**src/rtl/sel_seq_pkg.sv**
```systemverilog
// Shared types and defaults for the select-line sequencer and its code FIFO.
package sel_seq_pkg;

  localparam int DEPTH_DEFAULT   = 4;
  localparam int DWELL_W_DEFAULT = 4;

  typedef enum logic {
    IDLE,
    HOLD
  } seq_state_t;

endpackage

```
**src/rtl/sel_fifo.sv**
```systemverilog
// Small code FIFO feeding the sequencer; DEPTH must be a power of two so the
// pointers wrap naturally.
module sel_fifo
  import sel_seq_pkg::*;
#(
  parameter int DEPTH = DEPTH_DEFAULT
) (
  input  logic                   clk,
  input  logic                   rst_n,
  input  logic                   push,
  input  logic [1:0]             push_data,
  input  logic                   pop,
  output logic [1:0]             head,
  output logic                   full,
  output logic                   empty,
  output logic [$clog2(DEPTH):0] count
);

  localparam int AW = $clog2(DEPTH);

  logic [1:0]    mem [DEPTH];
  logic [AW-1:0] wr_ptr;
  logic [AW-1:0] rd_ptr;
  logic          do_push;
  logic          do_pop;

  assign full    = (count == (AW+1)'(DEPTH));
  assign empty   = (count == '0);
  assign do_push = push && !full;
  assign do_pop  = pop && !empty;
  assign head    = mem[rd_ptr];

  always_ff @(posedge clk) begin
    if (do_push) begin
      mem[wr_ptr] <= push_data;
    end
  end

  // A refused push (full) never counts, even when a pop frees a slot that edge.
  always_ff @(posedge clk or negedge rst_n) begin
    if (!rst_n) begin
      wr_ptr <= '0;
      rd_ptr <= '0;
      count  <= '0;
    end else begin
      if (do_push) begin
        wr_ptr <= wr_ptr + AW'(1);
      end
      if (do_pop) begin
        rd_ptr <= rd_ptr + AW'(1);
      end
      case ({do_push, do_pop})
        2'b10:   count <= count + (AW+1)'(1);
        2'b01:   count <= count - (AW+1)'(1);
        default: count <= count;
      endcase
    end
  end

endmodule

```
**src/rtl/sel_sequencer.sv**
```systemverilog
// Dispatches queued 2-bit select codes onto A1/A0, holding each for max(dwell,1)
// cycles. Define SEL_SEQ_OVF_EN to add the sticky ovf (refused push) output.
module sel_sequencer
  import sel_seq_pkg::*;
#(
  parameter int DEPTH   = DEPTH_DEFAULT,
  parameter int DWELL_W = DWELL_W_DEFAULT
) (
  input  logic                   clk,
  input  logic                   rst_n,
  input  logic                   in_valid,
  input  logic [1:0]             in_code,
  output logic                   in_ready,
  input  logic [DWELL_W-1:0]     dwell,
  output logic                   A1,
  output logic                   A0,
  output logic                   sel_valid,
  output logic [$clog2(DEPTH):0] count
`ifdef SEL_SEQ_OVF_EN
  ,
  output logic                   ovf
`endif
);

  seq_state_t         state, next_state;
  logic [DWELL_W-1:0] dwell_cnt, next_cnt;
  logic [DWELL_W-1:0] dwell_load;
  logic [1:0]         code_q, next_code;
  logic               next_valid;
  logic               pop;
  logic               full;
  logic               empty;
  logic [1:0]         head;

  sel_fifo #(
    .DEPTH(DEPTH)
  ) u_fifo (
    .clk      (clk),
    .rst_n    (rst_n),
    .push     (in_valid),
    .push_data(in_code),
    .pop      (pop),
    .head     (head),
    .full     (full),
    .empty    (empty),
    .count    (count)
  );

  assign in_ready   = !full;
  assign dwell_load = (dwell == '0) ? DWELL_W'(1) : dwell;
  assign {A1, A0}   = code_q;

  always_ff @(posedge clk or negedge rst_n) begin
    if (!rst_n) begin
      state     <= IDLE;
      dwell_cnt <= '0;
      code_q    <= 2'b00;
      sel_valid <= 1'b0;
    end else begin
      state     <= next_state;
      dwell_cnt <= next_cnt;
      code_q    <= next_code;
      sel_valid <= next_valid;
    end
  end

  // The last hold cycle reloads straight from the FIFO so codes run back-to-back.
  always_comb begin
    next_state = state;
    next_cnt   = dwell_cnt;
    next_code  = code_q;
    next_valid = sel_valid;
    pop        = 1'b0;
    case (state)
      IDLE: begin
        if (!empty) begin
          pop        = 1'b1;
          next_code  = head;
          next_cnt   = dwell_load;
          next_valid = 1'b1;
          next_state = HOLD;
        end
      end
      HOLD: begin
        if (dwell_cnt == DWELL_W'(1)) begin
          if (!empty) begin
            pop        = 1'b1;
            next_code  = head;
            next_cnt   = dwell_load;
            next_valid = 1'b1;
          end else begin
            next_cnt   = '0;
            next_valid = 1'b0;
            next_state = IDLE;
          end
        end else begin
          next_cnt = dwell_cnt - DWELL_W'(1);
        end
      end
      default: begin
        next_state = IDLE;
        next_valid = 1'b0;
      end
    endcase
  end

`ifdef SEL_SEQ_OVF_EN
  always_ff @(posedge clk or negedge rst_n) begin
    if (!rst_n) begin
      ovf <= 1'b0;
    end else if (in_valid && !in_ready) begin
      ovf <= 1'b1;
    end
  end
`endif

endmodule

```
**config.mk**
```make
export PLATFORM = sky130hd
export DESIGN_NAME = sel_sequencer
export DESIGN_NICKNAME = d
export VERILOG_FILES = /design/src/rtl/sel_seq_pkg.sv /design/src/rtl/sel_fifo.sv /design/src/rtl/sel_sequencer.sv
export SDC_FILE = /design/constraint.sdc
export NUM_CORES = 1
export LEC_CHECK = 0
export CORE_MARGIN = 2
export CORE_UTILIZATION = 25
export DETAILED_ROUTE_END_ITERATION = 6
export SLEW_MARGIN = 20
export SYNTH_ARGS = -nofsm -noshare
export SYNTH_HDL_FRONTEND = slang
export SYNTH_SLANG_ARGS = --single-unit
```
**constraint.sdc**
```tcl
create_clock -name clk -period 2.8 [get_ports clk]
set_clock_uncertainty 0.05 [all_clocks]
set_input_delay 0.42 -clock clk [delete_from_list [all_inputs] [get_ports clk]]
set_output_delay 0.42 -clock clk [all_outputs]
set_load 0.05 [all_outputs]
```
Word-level counts from Yosys, hierarchy flattened:

Memories as Yosys holds them, arrays and structs flattened.
Cells that the tools add are included.

* register bits after elaboration: 15
* memory bits (writable): 8
* output and inout port bits: 7
* word-level logic and storage cells: 47
* memories: 1
* input port bits: 9

Memory list
* u_fifo.mem: words 4, width 2, read ports 1, clocked after memory_dff 0, write ports 1, line sel_fifo.sv:21 `logic [1:0] mem [DEPTH];`

* add/subtract/negate cells: 5
* multiplexer cells: 19
* reduce and logical (&&, ||, !) cells: 8
* equality and inequality tests: 6
* bitwise logic cells: 1

Operators with widths (count)
* 4-bit 2-to-1 mux: 4
* 4-bit one-hot mux with 2 select lines: 1
* 1-bit 2-to-1 mux: 7
* 1-bit one-hot mux with 2 select lines: 3
* 3-bit one-hot mux with 2 select lines: 1
* 2-bit by 1-bit adder with 2-bit output, second input constant: 2
* 4-bit by 1-bit equality test with 1-bit output, second input constant: 1
* 4-bit zero test: 1
* 2-bit 2-to-1 mux: 2
* 2-bit one-hot mux with 2 select lines: 1
* 4-bit by 1-bit subtractor with 4-bit output, second input constant: 1
* 3-bit by 1-bit adder with 3-bit output, second input constant: 1
* 3-bit equality test, second input constant: 1
* 3-bit zero test: 1
* 3-bit by 1-bit subtractor with 3-bit output, second input constant: 1
* 2-bit by 1-bit equality test with 1-bit output, second input constant: 1
* 2-bit equality test, second input constant: 1
* 1-bit logical AND: 2
* 1-bit zero test: 2
* 2-bit by 1-bit != test with 1-bit output, second input constant: 1
* 2-bit != test, second input constant: 1
* 2-bit AND reduction: 1
* 2-bit nonzero test: 1
* 1-bit NOT: 1

Logic depth before layout (Yosys ltp):

* depth in word-level cells: 7
* mapped depth: 11
* depth with buffers taken out: 11

By module:

From an unflattened synthesis, not the netlist that was laid out.

* cells, all modules: 89
* area total of the unflattened synthesis: 1161.1 um2

By module, submodules not included
* sel_fifo: times used 1, area an instance 725.7 um2, cells each 47
* sel_sequencer: times used 1, area an instance 435.4 um2, cells each 42

Worst setup path before layout:

No wires, ideal clock.

* path type: register to register
* from: register u_fifo.count[2]
* to: register u_fifo.count[2]
* data arrival time: 2.437 ns
* path slack: 0.230 ns
* path buffers: 0
* stages on the path, launching flop included: 10
* clock period less this slack: 2.570 ns
* data required time: 2.668 ns
* path through: dfrtp_1 or3b_4 and2_4 inv_1 ha_1 inv_1 fa_1 xor2_1 nor2_1 xor2_1

RTL lines
* start, declared: line sel_fifo.sv:16 `output logic [$clog2(DEPTH):0] count`
* start signal, assigned: line sel_fifo.sv:53 `2'b10: count <= count + (AW+1)'(1);`
* start signal, assigned: line sel_fifo.sv:54 `2'b01: count <= count - (AW+1)'(1);`
* start signal, assigned: line sel_fifo.sv:55 `default: count <= count;`
* 3-bit equality test *: line sel_fifo.sv:27 `assign full = (count == (AW+1)'(DEPTH));`
* 1-bit zero test *
* via in_ready: line sel_sequencer.sv:13 `output logic in_ready,`
* 1-bit logical AND *: line sel_fifo.sv:29 `assign do_push = push && !full;`
* 2-bit by 1-bit equality test with 1-bit output / 2-bit equality test (equally long branches): line sel_fifo.sv:52 `case ({do_push, do_pop})`
* 3-bit one-hot mux with 2 select lines / 2-bit nonzero test (equally long branches)

Mark *: on every way through the listed nets, which the timed path passes. The rest lies on a longest branch.
A chain may end at the register's enable or synchronous reset.

Final worst setup path:

* from: register dwell_cnt[1]
* to: register u_fifo.count[2]

* longest elaborated chain between the ends: 6

RTL lines
* start, declared: line sel_sequencer.sv:26 `logic [DWELL_W-1:0] dwell_cnt, next_cnt;`
* start signal, assigned: line sel_sequencer.sv:61 `dwell_cnt <= next_cnt;`
* 4-bit by 1-bit equality test with 1-bit output *: line sel_sequencer.sv:85 `if (dwell_cnt == DWELL_W'(1)) begin`
* 1-bit 2-to-1 mux *: line sel_sequencer.sv:85
* 1-bit one-hot mux with 2 select lines *: line sel_sequencer.sv:74 `case (state)`
* 1-bit logical AND *: line sel_fifo.sv:30 `assign do_pop = pop && !empty;`
* via u_fifo.do_pop: line sel_fifo.sv:25 `logic do_pop;`
* 2-bit by 1-bit equality test with 1-bit output / 2-bit equality test (equally long branches): line sel_fifo.sv:52
* 3-bit one-hot mux with 2 select lines / 2-bit nonzero test (equally long branches)

Marked as above.

==> results.sh <==
export IMPL_status="completed"
export IMPL_cpMaxStageDelayCell="sky130_fd_sc_hd__dfrtp_1"
export IMPL_grt_pass1_wl_mm=3.726
export IMPL_hold_violations=0
export IMPL_tritoncts="yes"
export IMPL_design_die_area_sq_um=5222
export IMPL_timing_setup_tns_ns=0
export IMPL_drive_above_1_share=0.1667
export IMPL_grt_ovfl_total=0
export IMPL_net_switching_power_w=0.0006866
export IMPL_setup_viol_count_final=0
export IMPL_synthesis_yosys_warnings=0
export IMPL_power_leakage_nw=0.6200
export IMPL_die_h_microns=72.26
export IMPL_power_w=0.001640
export IMPL_antenna_diode_count=0
export IMPL_cts_hold_repair_buffers=0
export IMPL_route_final_wire_length_mm=2.148
export IMPL_remaining_drc_errors=0
export IMPL_required_ns=2.94
export IMPL_layout_nets=126
export IMPL_yosysUniqueCellTypes=35
export IMPL_syn_num_nets=106
export IMPL_initial_core_util=0.2639
export IMPL_yosys_register_bits=23
export IMPL_initialDrtViolationCount=72
export IMPL_routed_wire_length_per_instance_microns=13.43
export IMPL_power_clock_fraction=0.122
export IMPL_critical_path_endpoint_type="flip-flop"
export IMPL_power_per_cell_area_nw_per_um2=1150
export IMPL_floorplan_io_pins=16
export IMPL_endpoint_with_the_worst_hold_slack="code_q[0]"
export IMPL_layout_common_cells="sky130_fd_sc_hd__dfrtp_1, sky130_fd_sc_hd__clkdlybuf4s50_1, sky130_fd_sc_hd__inv_1, sky130_fd_sc_hd__edfxtp_1, sky130_fd_sc_hd__ha_1"
export IMPL_min_period_over_period=0.8703
export IMPL_viasPerCell=4.713
export IMPL_grt_setup_unrepaired="no"
export IMPL_worst_r2r_end="u_fifo.count[2]"
export IMPL_timing_worst_setup_path_type="reg -> reg"
export IMPL_worst_ir_drop_vdd_mv=0.3937
export IMPL_timing_reg2reg_worst_path_depth=11
export IMPL_switching_share=0.4185
export IMPL_timing_critical_path_fanout_max=5
export IMPL_cap_violations=0
export IMPL_place_detailed_hpwl_mm=1.653
export IMPL_cts_setup_buffers=0
export IMPL_cell_internal_pwr_w=0.0009539
export IMPL_cts_repair_resized=0
export IMPL_number_of_antenna_violations_at_the_first_check_in_global_routing=0
export IMPL_die_width_microns=72.26
export IMPL_regToRegSetupSlack_ns=0.36
export IMPL_clk_insertion_delay_late_ns=0.26
export IMPL_worst_setup_hold_path_clk_slew_ns=0.08
export IMPL_fp_row_count=24
export IMPL_worstPathCellList="inv_1, ha_1, nor3b_2, o21ai_4, inv_4, ha_1, inv_1, fa_1, xor2_1, nor2_1, xor2_1"
export IMPL_min_from="code_q[0]"
export IMPL_syn_avg_cell_area_sq_um=13.09
export IMPL_cts_num_sinks=23
export IMPL_grt_max_degree=16
export IMPL_final_min_clock_period_ns=2.437
export IMPL_core_area_sq_um=4414
export IMPL_synthCells=89
export IMPL_placement_io_buffers=15
export IMPL_number_of_global_route_vias_before_repair=805
export IMPL_power_frac_comb=0.497
export IMPL_place_gp_congestion=0.9112
export IMPL_grt_use_total=0.09032
export IMPL_seq_power_share=0.382
export IMPL_netlist_area_sq_um=1165
export IMPL_cts_buffers=3
export IMPL_cts_htree_levels=1
export IMPL_cell_at_the_root_of_the_clock_tree="sky130_fd_sc_hd__clkbuf_8"
export IMPL_min_path_cells=1
export IMPL_synth_yosys_seq_area_share=0.5285
export IMPL_area_delta_synth_final_pct=22.45
export IMPL_routed_via_count=754
export IMPL_max_slew_worst_pin_slew_ns=0.6787
export IMPL_route_antenna_remaining_nets=0
export IMPL_clockBufferDepth=2
export IMPL_final_max_slew_viol_count=0
export IMPL_maximum_cell_stage_delay_along_the_critical_path_ns=0.41
export IMPL_path_type_of_the_worst_min_delay_path="reg -> reg"
export IMPL_max_freq_mhz=410.4
export IMPL_cp_arrival_ns=2.57
export IMPL_regToRegStartpoint="dwell_cnt[1]"
export IMPL_max_slew_margin=0.5461
export IMPL_cp_start_kind="flip-flop"
export IMPL_detailedRoute_firstPassIterationCount=4
## critical path, delay by kind of cell (launching register included)
family,cells,cell delay [ns]
compound gates,1,0.13
xor+xnor,2,0.32
fa+ha+maj,3,0.73
buf+inv,3,0.25
flops,1,0.41
simple gates,2,0.47
## power groups by stage
stage | clock network (W) | registers [W] | logic (W)
2_1_floorplan | 0 | 0.000752 | 0.000452
3_3_place_gp | 0 | 0.000630 | 0.000794
3_5_place_dp | 0 | 0.000634 | 0.000815
4_1_cts | 0.000206 | 0.000628 | 0.000824
5_1_grt | 0.000226 | 0.000648 | 0.000889
6_report | 0.000199 | 0.000626 | 0.000815
## cell type report
type	count	area, sq um
Timing Repair Buffer	15	150.1
Fill cell	439	2988
Multi-Input combinational cell	55	505.5
Sequential cell	23	615.6
Clock buffer	3	41.29
Tap cell	52	65.06
Clock inverter	1	5.005
Inverter	11	43.79
## metal layers
metal,wire length (microns),track usage,vias up
li1,-,-,357
met1,1041,0.1218,377
met2,1035,0.1458,18
met3,40,0.01250,2
met4,30,0.03774,0
met5,0,0,-
## worst max path at each step
stage                     slack (ns)         endpoint       startpoint
after floorplan                 0.23  u_fifo.count[2]  u_fifo.count[2]
after global placement          0.48  u_fifo.count[2]     dwell_cnt[1]
after detailed placement        0.39  u_fifo.count[2]     dwell_cnt[1]
after CTS                       0.36  u_fifo.count[2]     dwell_cnt[1]
after global routing            0.21  u_fifo.count[2]     dwell_cnt[1]
final                           0.36  u_fifo.count[2]     dwell_cnt[1]
## cell families after synthesis
group,Yosys count,synth area share
adder cells (fa/ha/maj),8,0.09237
AO/OA/AOI/OAI,10,0.07842
flip-flops,23,0.5285
buffers and inverters,11,0.03760
multiplexers,6,0.07948
XOR/XNOR,6,0.04512
AND/OR/NAND/NOR,25,0.1386
## stage by stage
stage          utilization  hold WS (ns)  setup slack (ns)  instance area, sq um  instances
3_3_place_gp        0.3126        0.4453            0.4822                  1380        156
3_5_place_dp        0.3126        0.4448            0.3938                  1380        156
6_report            0.3231        0.4504            0.3633                  1426        160
4_1_cts             0.3231        0.4652            0.3612                  1426        160
2_1_floorplan            -       0.07441            0.2301                  1165         89
5_1_grt             0.3231        0.4763            0.2073                  1426        160
## state kept, by name, indices dropped and copies added (netlist names)
| register | count |
|---|---|
| u_fifo.count | 3 |
| u_fifo.wr_ptr | 2 |
| u_fifo.mem | 8 |
| state | 1 |
| sel_valid | 1 |
| code_q | 2 |
| u_fifo.rd_ptr | 2 |
| dwell_cnt | 4 |
## synth_stat cells, drive strengths merged
| cell type | n | area share |
|---|---|---|
| or3 | 1 | 0.0097 |
| and3 | 5 | 0.031 |
| mux2 | 3 | 0.032 |
| fa | 1 | 0.017 |
| o211a | 1 | 0.0086 |
| nand2b | 1 | 0.0054 |
| mux2i | 1 | 0.0086 |
| dfrtp | 15 | 0.32 |
| a211o | 1 | 0.0075 |
| mux4 | 2 | 0.039 |
| nand2 | 5 | 0.016 |
| or3b | 3 | 0.025 |
| nor4 | 1 | 0.0054 |
| xor2 | 3 | 0.023 |
| o221ai | 2 | 0.015 |
| nor3b | 1 | 0.011 |
| ha | 7 | 0.075 |
| o311ai | 1 | 0.0075 |
| nor2 | 3 | 0.0097 |
| nor2b | 1 | 0.0054 |
| and2 | 1 | 0.0075 |
| xnor2 | 3 | 0.023 |
| edfxtp | 8 | 0.21 |
| o21ai | 2 | 0.018 |
| inv | 11 | 0.038 |
| nor3 | 3 | 0.013 |
| a31oi | 1 | 0.0054 |
| a221o | 1 | 0.0086 |
| o41ai | 1 | 0.0075 |
Power figures use the tool's default switching activity.
